--- src/rtl/seq_guess_auto.sv ---
// seq_guess_auto: sequence-entry automaton driving an 8-digit seven-segment front end.
// The user keys digits on data/load. Each digit is compared with the expected digit for
// the current step. A match advances the step; a mismatch returns to the group start.
// The left display half shows the expected digits of the current group; the right half
// shows the digits entered.
//
// Optional feature: define SEQ_GUESS_LOCKOUT_EN to enable lockout. When MAX_ERR
// consecutive mismatches occur, the step returns to 0 and the display clears.
//
// Ports:
//   clk, rst_n  : clock and asynchronous active-low reset
//   load, data  : entry strobe and entered digit
//   exp_idx     : index of the current step, fed to an external combinational sequence function
//   exp_val     : expected digit for exp_idx, valid in the same cycle
//   display     : {left half, right half}; the rightmost digit of each half is in the LSBs
//   display_en  : per-digit enables, same layout as display
//   done        : the whole sequence has been entered correctly
//   err_cnt     : saturating total of mismatches
module seq_guess_auto #(
   parameter int unsigned DIGIT_W = 4,
   parameter int unsigned GROUP   = 4,
   parameter int unsigned SEQ_LEN = 16,
   parameter int unsigned SHOW    = 4,
   parameter int unsigned ERR_W   = 8,
   parameter int unsigned MAX_ERR = 3
) (
   input  logic                          clk,
   input  logic                          rst_n,
   input  logic                          load,
   input  logic [DIGIT_W-1:0]            data,
   output logic [$clog2(SEQ_LEN)-1:0]    exp_idx,
   input  logic [DIGIT_W-1:0]            exp_val,
   output logic [2*SHOW*DIGIT_W-1:0]     display,
   output logic [2*SHOW-1:0]             display_en,
   output logic                          done,
   output logic [ERR_W-1:0]              err_cnt
);

   localparam int unsigned IW = $clog2(SEQ_LEN);
   localparam int unsigned SW = $clog2(SEQ_LEN + 1);
   localparam int unsigned HW = SHOW * DIGIT_W;
   localparam int unsigned CW = $clog2(MAX_ERR + 1);

   logic [SW-1:0]   r_step;
   logic            r_upd;
   logic [CW-1:0]   r_cerr;

   logic [SW-1:0]   w_step_nx;
   logic            w_upd_nx;
   logic [CW-1:0]   w_cerr_nx;
   logic [HW-1:0]   w_left_nx;
   logic [HW-1:0]   w_right_nx;
   logic [SHOW-1:0] w_len_nx;
   logic [SHOW-1:0] w_ren_nx;
   logic            w_done_nx;
   logic [ERR_W-1:0] w_err_nx;
   logic [SW-1:0]   w_grp_base;
   logic            w_grp_start;

   // Once done, the step index stays at the last valid entry.
   assign exp_idx     = done ? IW'(SEQ_LEN - 1) : r_step[IW-1:0];
   assign w_grp_base  = r_step & ~SW'(GROUP - 1);
   assign w_grp_start = (r_step & SW'(GROUP - 1)) == '0;

   // Next-state logic: refresh of the left half, then the entry.
   // An entry in the same cycle overrides the refresh's clearing of upd.
   always_comb begin
      w_step_nx  = r_step;
      w_upd_nx   = r_upd;
      w_cerr_nx  = r_cerr;
      w_left_nx  = display[2*HW-1:HW];
      w_right_nx = display[HW-1:0];
      w_len_nx   = display_en[2*SHOW-1:SHOW];
      w_ren_nx   = display_en[SHOW-1:0];
      w_done_nx  = done;
      w_err_nx   = err_cnt;

      if (!done) begin
         if (r_upd) begin
            if (w_grp_start) begin
               w_left_nx = HW'(exp_val);
               w_len_nx  = SHOW'(1);
            end else begin
               w_left_nx = (display[2*HW-1:HW] << DIGIT_W) | HW'(exp_val);
               w_len_nx  = (display_en[2*SHOW-1:SHOW] << 1) | SHOW'(1);
            end
            w_upd_nx = 1'b0;
         end

         if (load) begin
            w_right_nx = (display[HW-1:0] << DIGIT_W) | HW'(data);
            w_ren_nx   = (display_en[SHOW-1:0] << 1) | SHOW'(1);
            if (data == exp_val) begin
               w_step_nx = r_step + SW'(1);
               w_cerr_nx = '0;
               if (r_step == SW'(SEQ_LEN - 1)) begin
                  w_done_nx = 1'b1;
               end else begin
                  w_upd_nx = 1'b1;
               end
            end else begin
               w_step_nx = w_grp_base;
               w_err_nx  = (&err_cnt) ? err_cnt : err_cnt + ERR_W'(1);
               w_cerr_nx = (r_cerr == CW'(MAX_ERR)) ? r_cerr : r_cerr + CW'(1);
               w_upd_nx  = 1'b1;
`ifdef SEQ_GUESS_LOCKOUT_EN
               // Lockout: this mismatch reaches MAX_ERR in a row, so restart from step 0 with a blank display.
               if (r_cerr == CW'(MAX_ERR - 1)) begin
                  w_step_nx  = '0;
                  w_cerr_nx  = '0;
                  w_left_nx  = '0;
                  w_right_nx = '0;
                  w_len_nx   = '0;
                  w_ren_nx   = '0;
               end
`endif
            end
         end
      end
   end

   // State and output registers.
   always_ff @(posedge clk or negedge rst_n) begin
      if (!rst_n) begin
         r_step     <= '0;
         r_upd      <= 1'b1;
         r_cerr     <= '0;
         display    <= '0;
         display_en <= '0;
         done       <= 1'b0;
         err_cnt    <= '0;
      end else begin
         r_step     <= w_step_nx;
         r_upd      <= w_upd_nx;
         r_cerr     <= w_cerr_nx;
         display    <= {w_left_nx, w_right_nx};
         display_en <= {w_len_nx, w_ren_nx};
         done       <= w_done_nx;
         err_cnt    <= w_err_nx;
      end
   end

endmodule

--- config.mk ---
export PLATFORM = sky130hd
export DESIGN_NAME = seq_guess_auto
export DESIGN_NICKNAME = d
export VERILOG_FILES = /design/src/rtl/seq_guess_auto.sv
export SDC_FILE = /design/constraint.sdc
export NUM_CORES = 1
export LEC_CHECK = 0
export CELL_PAD_IN_SITES_DETAIL_PLACEMENT = 1
export CELL_PAD_IN_SITES_GLOBAL_PLACEMENT = 2
export CORE_UTILIZATION = 28
export DETAILED_ROUTE_END_ITERATION = 16
export PLACE_DENSITY = 0.84
export SLEW_MARGIN = 20
export SYNTH_ARGS = -nofsm -noshare
export SYNTH_HDL_FRONTEND = slang
export SYNTH_SLANG_ARGS = --single-unit
--- constraint.sdc ---
create_clock -name clk -period 1.3 [get_ports clk]
set_input_delay 0.26 -clock clk [delete_from_list [all_inputs] [get_ports clk]]
set_output_delay 0.26 -clock clk [all_outputs]
set_load 0.02 [all_outputs]
==> results.py, run 1 <==
metrics = {
    "grt": {
        "grt_pass1_wl_microns": 9563,
        "grtUsageTotal_pct": 14.06,
        "antenna_found_initial": 0,
        "grt_max_degree": 56,
        "grt_overflow_total": 0,
        "grt_pass1_vias": 1920,
    },
    "status": {
        "status": "complete, but fails checks",
        "violations": "negative setup slack",
    },
    "power_and_ir_drop": {
        "pwr-share-comb_pct": 35.0,
        "intPower_mw": 3.231,
        "seq_power_share_pct": 45.2,
        "p_leak_nw": 1.826,
        "powerDensity_nw_per_um2": 1236,
        "p_switching_mw": 1.532,
        "switching_share_pct": 32.17,
        "pwr-share-clk_pct": 19.8,
        "ir_drop_mv": 0.7056,
    },
    "detailed_routing": {
        "routed-via-count": 1810,
        "wl_per_cell_microns": 14.97,
        "drc_errors": 0,
        "vias_per_cell": 4.458,
        "dr.pass1.iters": 3,
        "routed_wl_microns": 6079,
        "drtIter0Drc": 35,
        "ant_nets": 0,
    },
    "die": {
        "core_area_sq_um": 8217,
        "die_h_microns": 93.97,
        "die_w_microns": 93.97,
        "die-area_sq_um": 8830,
        "start_util_pct": 28.83,
        "rows": 33,
        "ios": 64,
    },
    "setup_path": {
        "crit_family": "flip-flops",
        "crit_path_max_incr_delay_ns": 0.46,
        "worstSetupStartpoint": "done",
        "startpoint_type": "register",
        "timing.rr.end": "err_cnt[1]",
        "critPathSlowestCell": "dfrtp_2",
        "critical_path_depth": 6,
        "path_buf_inv": 2,
        "ff2ff_setup_slack_ns": -0.22,
        "critPathMaxFanout": 5,
        "r2r_cells": 6,
        "worstSetupPathType": "reg2reg",
        "crit_chain": "buf_6 > nor2b_4 > buf_4 > o21ai_4 > nor2_4 > mux2_4",
        "crit_path_end_kind": "register",
        "crit_required_ns": 1.48,
        "cp.arrival_ns": 1.70,
        "r2r_start": "done",
    },
    "place": {
        "dpl.cell_count": 378,
        "dp_hpwl_microns": 3753,
        "place_ws_ns": -0.6917,
        "io_buffer_count": 63,
        "place.gp.congestion": 0.7472,
    },
    "synthesis": {
        "synth_area_leader_cell": "dfrtp_1",
        "ys_ff_latch": 55,
        "seq_area_frac_synth_pct": 58.16,
        "netlist.area_leader.share_pct": 57.05,
        "synth_area_leaders": "dfrtp_1 57%, mux2_2 11%, nand2b_1 4.5%",
        "syn_inst": 190,
        "syn_nets": 205,
        "syn_avg_cell_area_sq_um": 12.47,
        "synth_cell_types": 36,
        "synth_edf_count": 0,
        "synth.cell_area_sq_um": 2369,
        "synth-async-reset-ratio_pct": 100.0,
        "yosys_warnings": 0,
        "synthFlopType": "dfrtp_1",
    },
    "timing": {
        "worstMarginPinSlew_ns": 0.3157,
        "timing.max_slew.rel_slack_pct": 78.95,
        "setup_viol": 54,
        "hold_violations": 0,
        "fin_crit_sh_pct": 116.8,
        "rsz0062_at_grt": "true",
        "fmax_mhz": 658.5,
        "slew_violations": 0,
        "skew_ns": 0.005237,
        "fin_crit_ns": 1.519,
        "worst_slack_ns": -0.2186,
    },
    "cts": {
        "numCtsBuffers": 5,
        "cts_buffer_depth": 2,
        "cts_root_buffer": "clkbuf_8",
        "cts_tree": "done",
        "htreeDepth": 2,
        "clkLatencyLatePin_ns": 0.29,
        "clk_pin_slew_ns": 0.09,
        "cts_sinks": 55,
    },
    "flow_run": {
        "cap_violations": 0,
    },
    "final_layout": {
        "area_growth_pct": 62.76,
        "multi_input_area_sq_um": 1275,
        "seqCellArea_sq_um": 1384,
        "n_fill_cell": 873,
        "final_cells": 406,
        "n_antenna_cell": 0,
        "nets": 316,
        "drive_gt1_share_pct": 64.45,
    },
    "min_path": {
        "min_from": "data[0]",
        "holdPathEnd": "display[0]",
        "hp-class": "in2reg",
        "hold_depth": 2,
    },
}
## metrics by stage
stage          setup TNS, ns  cell area (sq um)  util, %  hold WS, ns  power (mW)
2_1_floorplan        -0.3474               2431        -     -0.03559       2.831
3_3_place_gp          -17.93               3363    40.93       0.2869       3.619
3_5_place_dp          -18.76               3363    40.93       0.2882       3.665
4_1_cts               -5.829               3751    45.65       0.2944       4.672
5_1_grt               -10.46               3855    46.92       0.2382       5.044
6_report              -7.764               3855    46.92       0.2441       4.763
## power groups by stage
stage | Sequential (mW) | Clock, mW | Combinational [mW]
detailed placement | 2.18 | 0 | 1.49
floorplan | 2.42 | 0 | 0.407
global route | 2.19 | 1.07 | 1.78
finish | 2.15 | 0.942 | 1.67
global placement | 2.17 | 0 | 1.45
CTS | 2.16 | 0.996 | 1.51
## what timing repair did
item	CTS	global route
pin swaps	8	17
setup endpoints to repair	106	100
endpoints found under the hold margin	54	0
hold buffers	1	0
gates resized for setup	175	130
cloned	3	1
setup buffers	11	9
## worst max-delay path by stage
stage | end | slack, ns
2_1_floorplan | err_cnt[1] | -0.09
3_3_place_gp | err_cnt[1] | -0.67
3_5_place_dp | err_cnt[1] | -0.69
4_1_cts | err_cnt[1] | -0.22
5_1_grt | err_cnt[1] | -0.28
6_report | err_cnt[1] | -0.22
## per-layer routing
| layer | wire [microns] | track usage (%) | part of all wire [%] |
|---|---|---|---|
| met5 | 0 | 0 | 0 |
| met3 | 224 | 3.155 | 3.7 |
| met1 | 2567 | 17.11 | 42 |
| met4 | 23 | 3.077 | 0.38 |
| met2 | 3264 | 25.18 | 54 |
## layout make-up
class                           instances  area share, %
Clock inverter                          1         0.1298
Multi-Input combinational cell        123          33.07
Timing Repair Buffer                  113          25.06
Clock buffer                            6          2.142
Inverter                                3         0.2921
Sequential cell                        55          35.90
Tap cell                              105          3.408
## logic make-up (layout without fill, tap and decap cells)
kind of cell / after synthesis / count (layout) / synth area share [%]
buf+inv: 12 / 123 / 3.064
xor+xnor: 13 / 13 / 4.807
compound gates: 21 / 21 / 4.913
simple gates: 60 / 60 / 14.95
mux: 25 / 25 / 11.99
flops: 55 / 55 / 58.16
fa+ha+maj: 4 / 4 / 2.113
## synthesized netlist by cell type, types with 2 or more instances
cell type  count
o21ai_0       16
o21ai_1        2
nand2_1       18
buf_2          2
xnor2_1        2
nand3_1        4
mux2_2        23
nand3_2        2
inv_1          3
dfrtp_1       54
buf_6          2
xor2_1        11
clkbuf_1       3
and3_1         2
nor3_1         2
nand2b_1      17
ha_1           4
or2_2          5
## state kept, by name (all words and copies together), names as in the netlist
register / cells
display_en: 8
err_cnt: 8
r_upd: 1
done: 1
r_step: 5
display: 32
## cell usage in the layout, fill, tap and decap left out, types with 2 or more instances in the layout
master           instances
buf_12                   5
buf_16                   2
buf_2                    7
buf_4                   26
buf_6                   18
buf_8                    2
clkbuf_2                40
clkbuf_8                 6
clkdlybuf4s15_1          8
clkdlybuf4s15_2          2
dfrtp_1                 49
dfrtp_2                  5
ha_4                     4
inv_1                    3
mux2_2                   9
mux2_4                  15
nand2_1                  2
nand2_2                 11
nand2_4                  6
nand2b_1                16
nand3_1                  3
nand3_2                  2
nor2_4                   2
nor3_2                   2
o21ai_1                 10
o21ai_2                  6
or2_4                    4
xor2_1                   7
xor2_2                   3
No activity file was read; power rests on OpenSTA's default activity.
==> run 2, diff against run 1 <==
- CORE_UTILIZATION: 28 -> 31
- PLACE_DENSITY: 0.84 -> 0.88
- clock period: 1.3 -> 1.65 ns (I/O delays scaled with it)
==> run 2 against run 1 <==
Clock skew up 0.0062 ns; register-to-register slack better by 0.37 ns; non-clock buffer count down 36; largest cell class unchanged; routed wire length down 15%; first-iteration DRC count rose to 3.0 times the previous value; core utilization down 1.8 points; sequential power down 22%; the flow finishes with violations (negative hold slack); final cell count down 10%; power down 30%.
==> results.py, run 2 (synthesis gave the netlist of run 1 again) <==
metrics = {
    "status": {
        "status": "complete, but fails checks",
        "violations": "negative hold slack",
    },
    "setup_path": {
        "crit_path_end_kind": "register",
        "crit_chain": "clkdlybuf4s50_1 > xor2_2 > nor4_4 > buf_12 > nor2_2 > mux2_4",
        "r2r_start": "done",
        "cp.arrival_ns": 1.83,
        "critical_path_depth": 6,
        "startpoint_type": "primary input",
        "worstSetupStartpoint": "data[0]",
        "r2r_cells": 4,
        "timing.rr.end": "display[8]",
        "path_buf_inv": 2,
        "worstSetupPathType": "in2reg",
        "crit_family": "buffers and inverters",
        "critPathSlowestCell": "clkdlybuf4s50_1",
        "critPathMaxFanout": 8,
        "crit_required_ns": 1.85,
        "ff2ff_setup_slack_ns": 0.15,
        "crit_path_max_incr_delay_ns": 0.46,
    },
    "detailed_routing": {
        "wl_per_cell_microns": 14.14,
        "routed_wl_microns": 5160,
        "drtIter0Drc": 106,
        "routed-via-count": 1642,
        "vias_per_cell": 4.499,
        "dr.pass1.iters": 3,
        "drc_errors": 0,
        "ant_nets": 0,
    },
    "die": {
        "ios": 64,
        "start_util_pct": 32.31,
        "die_h_microns": 89.41,
        "rows": 31,
        "die_w_microns": 89.41,
        "die-area_sq_um": 7994,
        "core_area_sq_um": 7331,
    },
    "cts": {
        "cts_tree": "done",
        "cts_buffer_depth": 2,
        "cts_sinks": 55,
        "numCtsBuffers": 5,
        "cts.hold.buffers_added": 0,
        "cts_root_buffer": "clkbuf_8",
        "htreeDepth": 2,
        "clk_pin_slew_ns": 0.10,
        "clkLatencyLatePin_ns": 0.31,
    },
    "grt": {
        "grt_max_degree": 56,
        "grtUsageTotal_pct": 13.60,
        "grt_pass1_wl_microns": 8079,
        "antenna_found_initial": 0,
        "grt_overflow_total": 0,
        "grt_pass1_vias": 1627,
    },
    "timing": {
        "worstMarginPinSlew_ns": 0.4096,
        "skew_ns": 0.01148,
        "setup_viol": 0,
        "tns_ns": 0,
        "fin_crit_ns": 1.629,
        "fmax_mhz": 614.0,
        "hold_violations": 2,
        "timing.max_slew.rel_slack_pct": 72.69,
        "slew_violations": 0,
        "rsz0062_at_grt": "true",
        "hold_slack_ns": -0.002561,
        "fin_crit_sh_pct": 98.71,
    },
    "power_and_ir_drop": {
        "p_switching_mw": 1.090,
        "p_leak_nw": 1.671,
        "pwr-share-clk_pct": 22.8,
        "switching_share_pct": 32.83,
        "ir_drop_mv": 0.4886,
        "p_total_mw": 3.321,
        "powerDensity_nw_per_um2": 1005,
        "intPower_mw": 2.231,
        "seq_power_share_pct": 50.5,
        "pwr-share-comb_pct": 26.7,
    },
    "final_layout": {
        "fin_area_sq_um": 3306,
        "final_cell_mix": "54 x dfrtp_1, 35 x dlygate4sd2_1, 23 x mux2_2",
        "nets": 280,
        "area_growth_pct": 39.57,
        "drive_gt1_share_pct": 25.56,
        "largest_register_ffs": 32,
        "reg.largest.list": "display x32, display_en x8, err_cnt x8",
        "n_antenna_cell": 0,
        "largest_register": "display",
        "final_common_cell": "dfrtp_1",
    },
    "place": {
        "dp_hpwl_microns": 3675,
        "place_area_sq_um": 3204,
        "io_buffer_count": 63,
        "place.gp.congestion": 0.6868,
    },
    "flow_run": {
        "cap_violations": 0,
    },
    "min_path": {
        "hp-class": "in2async",
    },
}
-- run 2: how the worst max path moves through the flow --
stage	endpoint	slack [ns]
detailed placement	err_cnt[4]	-0.35
global route	err_cnt[1]	-0.02
finish	err_cnt[1]	0.02
global placement	err_cnt[1]	-0.34
CTS	display[14]	0.001
floorplan	err_cnt[1]	0.11
-- run 2: stage by stage --
stage | utilization, % | setup slack, ns | hold WS [ns] | std cells
after global placement | 43.71 | -0.3362 | 0.3545 | 356
final | 45.09 | 0.02122 | -0.002561 | 365
after global routing | 45.09 | -0.02057 | 0.01142 | 365
after CTS | 44.77 | 0.001284 | 0.01339 | 365
after detailed placement | 43.71 | -0.3531 | 0.3596 | 356
after floorplan | - | 0.1085 | 0.03441 | 190
-- run 2: power by group through the flow --
stage	Sequential (mW)	Combinational, mW	Clock (mW)
3_5_place_dp	1.71	0.986	0
2_1_floorplan	1.89	0.293	0
5_1_grt	1.71	0.954	0.843
3_3_place_gp	1.71	0.969	0
4_1_cts	1.68	0.910	0.795
6_report	1.68	0.886	0.757
-- run 2: area by class of cell --
type,instances,area (sq um)
fillers,802,4025
flip-flops and latches,55,1378
multi-input cells,123,948.4
repair buffers,77,757.0
well taps,99,123.9
clock buffers,5,68.82
clock inverters,3,18.77
inverters,3,11.26
-- run 2: routing by layer --
layer	vias up	share of wire (%)	GRT usage, %
li1	794	-	-
met1	805	45	17.37
met2	38	49	22.35
met3	5	4.4	3.324
met4	0	1.1	5.195
met5	-	0	0
-- run 2: what timing repair did --
action,in CTS,in global routing
pin swaps,1,0
buffers inserted,1,0
gates cloned,0,0
gates resized for setup,50,22
setup endpoints to repair,38,30
==> edit 1, RTL diff (settings of run 2) <==
Make the reset (`rst_n`) synchronous in one clocked block. Comments in the files are not updated.
--- a/src/rtl/seq_guess_auto.sv
+++ b/src/rtl/seq_guess_auto.sv
@@ -122,3 +122,3 @@
    // State and output registers.
-   always_ff @(posedge clk or negedge rst_n) begin
+   always_ff @(posedge clk) begin
       if (!rst_n) begin
Check against the original RTL: differs if rst_n is asserted again (counterexample within 4 cycles, from zero or initial values and one cycle with rst_n low); with rst_n held inactive, the same outputs for 10 cycles.
==> edit 1 against run 2 <==
- routed wire length up 16%
- setup slack better by 0.011 ns
- sequential cell count unchanged
- sequential share of layout area down 8.6 points
- final area up 0.87%
- first-iteration DRC count down 37%
- fmax up 0.66%
- via count up 31%
- clock skew down 0.0065 ns
- synthesized area down 4.0%
- critical path type is now flop to primary output
Power is not compared: it rests on default switching activity, and its combinational part moved more than twofold at a synthesized area within 25%.
==> edit 1: results (changes against run 2) <==
qor: status.result_of_the_run finished clean
qor: worst_setup_path.r2r_slack 0.08 ns [-0.07 ns]
qor: worst_setup_path.critPathMaxStageDelay 0.62 ns [+0.16 ns]
qor: logic_synthesis.synth_seq_area_share 48.4% [-9.7 points]
qor: sta.tightest_pin_transition 0.436 ns [+0.0265 ns]
qor: clock_tree.htreeDepth 2 [unchanged]
qor: logic_synthesis.synth.distinct_cells 32 [-11%]
qor: clock_tree.post-cts-setup-buffers 0 [-1]
qor: logic_synthesis.synthCells 270 [+42%]
qor: placed_design.post-place-cells 440 [+24%]
qor: detailed_routing.drt-wirelength-per-cell 13.4 µm [-5.4%]
qor: placed_design.place_congestion 0.716 [+4.2%]
qor: detailed_routing.drc_marker_count_from_the_first_detailed_route_iteration 67 [-37%]
qor: cells_and_area.finish.net_count 366 [+31%]
qor: detailed_routing.drt-pass1-iter-count 4 [+1]
qor: grt.antenna_found_initial 0 [unchanged]
qor: cells_and_area.num-fill-cells 838 [+4.5%]
qor: hold_path.hold_path.class flop to flop
qor: grt.grt_usage 16.4% [+2.8 points]
qor: worst_setup_path.worst-path-max-fanout 3 [-5]
qor: worst_setup_path.worstReg2RegEnd err_cnt[1]$_SDFFE_PN0P_
qor: worst_setup_path.worst_ep_arrival_time 1.29 ns [-0.54 ns]
qor: grt.first_pass_grt_wire_length 9970 µm [+23%]
qor: placed_design.worst_setup_slack_before_clock_tree_synthesis -0.465 ns [-0.112 ns]
qor: logic_synthesis.post_synth_main_area_contributors sky130_fd_sc_hd__dfxtp_1 (48%), sky130_fd_sc_hd__nand2_1 (12%), sky130_fd_sc_hd__a21oi_1 (10%), sky130_fd_sc_hd__nand3b_1 (5.0%), sky130_fd_sc_hd__clkbuf_1 (2.3%)
qor: placed_design.hpwl_after_detailed_placement 4290 µm [+17%]
qor: placed_design.dpl-instance-area 0.00318 mm² [-0.74%]
qor: logic_synthesis.synth-main-ff-cell sky130_fd_sc_hd__dfxtp_1
qor: worst_setup_path.worst_r2r_startpoint err_cnt[0]$_SDFFE_PN0P_
qor: sta.worst_skew 0.00494 ns [-0.00655 ns]
qor: logic_synthesis.asyncSetResetFlopFracSynth 0% [-100 points]
qor: sta.whs 0.453 ns [+0.456 ns]
qor: cells_and_area.layout-drive-gt1-share 14.8% [-11 points]
qor: detailed_routing.drt-vias-per-instance 4.81 [+6.8%]
qor: logic_synthesis.yosys-top-cells-count sky130_fd_sc_hd__nand2_1 (70), sky130_fd_sc_hd__dfxtp_1 (55), sky130_fd_sc_hd__a21oi_1 (47), sky130_fd_sc_hd__nand3b_1 (15), sky130_fd_sc_hd__clkbuf_1 (14)
qor: logic_synthesis.synth_nets 285 [+39%]
qor: detailed_routing.vias 2148 [+31%]
qor: worst_setup_path.ff2ff_path_depth 5 [+1]
qor: cells_and_area.postLayoutCellArea 0.00333 mm² [+0.87%]
qor: grt.grt_max_degree 24 [-57%]
## edit 1: cell count changes after synthesis, moves of 4 or more
cell / delta
sky130_fd_sc_hd__a21oi_1: +47
sky130_fd_sc_hd__dfrtp_1: -54
sky130_fd_sc_hd__xor2_1: -7
sky130_fd_sc_hd__o21ai_0: -14
sky130_fd_sc_hd__nand2_1: +52
sky130_fd_sc_hd__dfxtp_1: +55
sky130_fd_sc_hd__nand3b_1: +15
sky130_fd_sc_hd__mux2_2: -23
sky130_fd_sc_hd__clkbuf_1: +11
sky130_fd_sc_hd__nand2b_1: -12
sky130_fd_sc_hd__nor2_1: +4
## edit 1: worst max path at each step
| stage | startpoint | to | slack [ns] |
|---|---|---|---|
| 4_1_cts | display[19]$_SDFFE_PN0P_ | display[19] | 0.003 |
| 6_report | display[10]$_SDFFE_PN0P_ | display[10] | 0.03 |
| 2_1_floorplan | err_cnt[0]$_SDFFE_PN0P_ | err_cnt[5]$_SDFFE_PN0P_ | 0.05 |
| 3_5_place_dp | data[3] | err_cnt[4]$_SDFFE_PN0P_ | -0.47 |
| 3_3_place_gp | data[1] | err_cnt[3]$_SDFFE_PN0P_ | -0.37 |
| 5_1_grt | display[11]$_SDFFE_PN0P_ | display[11] | 0.002 |
## edit 1: what timing repair did
item / in CTS / in global routing
gates resized for setup: 32 / 25
cloned: 0 / 0
pin swaps: 4 / 0
setup endpoints to repair: 26 / 28
## edit 1: area by class of cell
class	count	share of cell area, %
Timing Repair Buffer	93	27.1
Inverter	5	0.563
Sequential cell	55	33.1
Clock inverter	1	0.150
Multi-Input combinational cell	191	33.0
Tap cell	96	3.60
Clock buffer	6	2.48
## edit 1: worst reg2reg max path, cell delays in order, from the launching register on
cell and delay, ns:
sky130_fd_sc_hd__dfxtp_1 0.33, sky130_fd_sc_hd__ha_1 0.22, sky130_fd_sc_hd__a41o_4 0.31, sky130_fd_sc_hd__buf_4 0.15, sky130_fd_sc_hd__or3b_1 0.35, sky130_fd_sc_hd__a21oi_1 0.14
## edit 1: cell families (layout without fill, tap and decap cells)
group | after synthesis | in the layout | share of synthesized area [%]
buffers and inverters | 24 | 105 | 5.06
AO/OA/AOI/OAI | 58 | 58 | 14.0
adder cells (fa/ha/maj) | 4 | 4 | 2.20
flip-flops | 55 | 55 | 48.4
multiplexers | 4 | 4 | 1.76
XOR/XNOR | 4 | 4 | 1.54
AND/OR/NAND/NOR | 121 | 121 | 27.0
## edit 1: power breakdown
group | total (µW) | switching [µW] | internal [µW]
registers | 1380 | 21.6 | 1360
clock network | 744 | 414 | 330
logic | 303 | 171 | 132
## edit 1: metal layers
layer	track usage, %	up-vias	wire, µm
li1	-	1068	-
met1	20.7	1039	2790
met2	28.8	37	2920
met3	3.58	4	232
met4	3.58	0	38
met5	0	-	0
==> edit 2, RTL diff (config.mk and constraints of run 2) <==
Without the edit above. Change the parameter `ERR_W` from 8 to 10.
--- a/src/rtl/seq_guess_auto.sv
+++ b/src/rtl/seq_guess_auto.sv
@@ -23,3 +23,3 @@
    parameter int unsigned SHOW    = 4,
-   parameter int unsigned ERR_W   = 8,
+   parameter int unsigned ERR_W   = 10,
    parameter int unsigned MAX_ERR = 3
Ports: changed (resized err_cnt); port bits go from 64 to 66. No check against the original RTL was run, so the function may have changed too.
==> edit 2 against run 2 <==
- the run still ends with hold timing left
- hold slack better by 0.0010 ns
- synthesized area increased by 4.4%
- final area grew 6.9%
- critical path depth stayed put
- register-to-register slack got worse by 0.06 ns
- total power rose by 16%
- sequential cell count rose by 2
- routed wire length increased by 17%
- synthesized cell count rose by 27%
- setup slack improved by 0.030 ns
- count of clock-buffer cells in the layout is 5 higher
==> edit 2: results (changes against run 2) <==
qor: status.result_of_the_run finished with violations
qor: status.violations hold timing
qor: cells_and_area.layout-drive-gt1-share 16.8% [-8.7 points]
qor: grt.grt_pass1_vias 2104 [+29%]
qor: clock_tree.clk_transition_reported_paths 0.06 ns [-0.04 ns]
qor: sta.whs -0.00154 ns [+0.00102 ns]
qor: worst_setup_path.worst_ep_arrival_time 1.81 ns [-0.02 ns]
qor: clock_tree.post_cts_resize_count 59 [+18%]
qor: logic_synthesis.synth.distinct_cells 29 [-19%]
qor: detailed_routing.drt-pass1-iter-count 4 [+1]
qor: placed_design.io_buffer_count 65 [+3.2%]
qor: sta.final-hold-violation-count 1 [-1]
qor: detailed_routing.drc_marker_count_from_the_first_detailed_route_iteration 47 [-56%]
qor: pwr.total_leakage_power 0.00190 µW [+14%]
qor: clock_tree.htreeDepth 3 [+1]
qor: clock_tree.post-cts-setup-buffers 0 [-1]
qor: placed_design.hpwl_after_detailed_placement 4270 µm [+16%]
qor: cells_and_area.largest_registers display (32), err_cnt (10), display_en (8)
qor: pwr.switching_share_of_power 30.6% [-2.2 points]
qor: cells_and_area.num-fill-cells 875 [+9.1%]
qor: detailed_routing.drt-wirelength-per-cell 14.1 µm [-0.31%]
qor: grt.grt_usage 16.1% [+2.5 points]
qor: worst_setup_path.worst-path-max-fanout 10 [+2]
qor: grt.first_pass_grt_wire_length 10400 µm [+28%]
qor: logic_synthesis.yosys-top-cells-count sky130_fd_sc_hd__nand2_1 (77), sky130_fd_sc_hd__dfrtp_1 (56), sky130_fd_sc_hd__nand2b_1 (18), sky130_fd_sc_hd__o21ai_1 (17), sky130_fd_sc_hd__xnor2_1 (14)
qor: placed_design.worst_setup_slack_before_clock_tree_synthesis -0.357 ns [-0.00355 ns]
qor: sta.max-slew-margin-rel 71.7% [-0.95 points]
qor: logic_synthesis.synth_seq_area_share 57.7% [-0.45 points]
## edit 2: layout make-up
cell class | instances | area [µm²] | share of cell area [%]
clock inverter | 4 | 45.0 | 1.28
timing repair buffer | 83 | 763 | 21.6
clock buffer | 10 | 138 | 3.90
inverter | 3 | 11.3 | 0.319
sequential | 57 | 1430 | 40.5
multi-input combinational | 170 | 1020 | 28.8
tap | 102 | 128 | 3.61
## edit 2: cell families after synthesis
logic type | Yosys count | share of synthesized area (%)
compound gates | 24 | 6.63
xor+xnor | 14 | 4.96
fa+ha+maj | 4 | 2.02
buf+inv | 14 | 2.43
flops | 57 | 57.7
mux | 6 | 2.83
simple gates | 122 | 23.4
## edit 2: power groups by stage
stage / registers, µW / logic (µW) / clock network (µW)
global placement: 1730 / 960 / 0
finish: 1720 / 892 / 1240
global route: 1740 / 970 / 1350
CTS: 1720 / 908 / 1290
floorplan: 1910 / 294 / 0
detailed placement: 1740 / 998 / 0
## edit 2: per-layer routing
metal	GRT usage [%]	share of wire, %	vias to the layer above
li1	-	-	954
met1	19.9	46	951
met2	26.5	48	50
met3	4.94	4.9	8
met4	5.82	1.3	0
met5	0	0	-
## edit 2: final timing paths
kind                                            from                        end  slack (ns)  depth (start not counted)
max reg2reg                           done$_DFF_PN0_     err_cnt[1]$_DFFE_PN0P_        0.09                          6
min reg2reg                display_en[3]$_DFFE_PN0P_  display_en[3]$_DFFE_PN0P_        0.47                          2
max                                       exp_val[0]     err_cnt[1]$_DFFE_PN0P_        0.05                          6
min                                            rst_n  display_en[7]$_DFFE_PN0P_      -0.002                          2
max in group asynchronous                      rst_n          r_upd$_DFFE_PN1N_        1.36                          2
min in group clk           display_en[3]$_DFFE_PN0P_  display_en[3]$_DFFE_PN0P_        0.47                          2
## edit 2: stage by stage
stage,instances,utilization [%]
2_1_floorplan,241,-
3_3_place_gp,415,43.5
3_5_place_dp,415,43.5
4_1_cts,429,45.1
5_1_grt,429,45.7
6_report,429,45.7
## edit 2: critical path: stages
cell	delay, ns
sky130_fd_sc_hd__clkdlybuf4s50_1	0.45
sky130_fd_sc_hd__xnor2_1	0.31
sky130_fd_sc_hd__a41oi_4	0.19
sky130_fd_sc_hd__buf_12	0.18
sky130_fd_sc_hd__nand2_4	0.06
sky130_fd_sc_hd__mux2_4	0.30
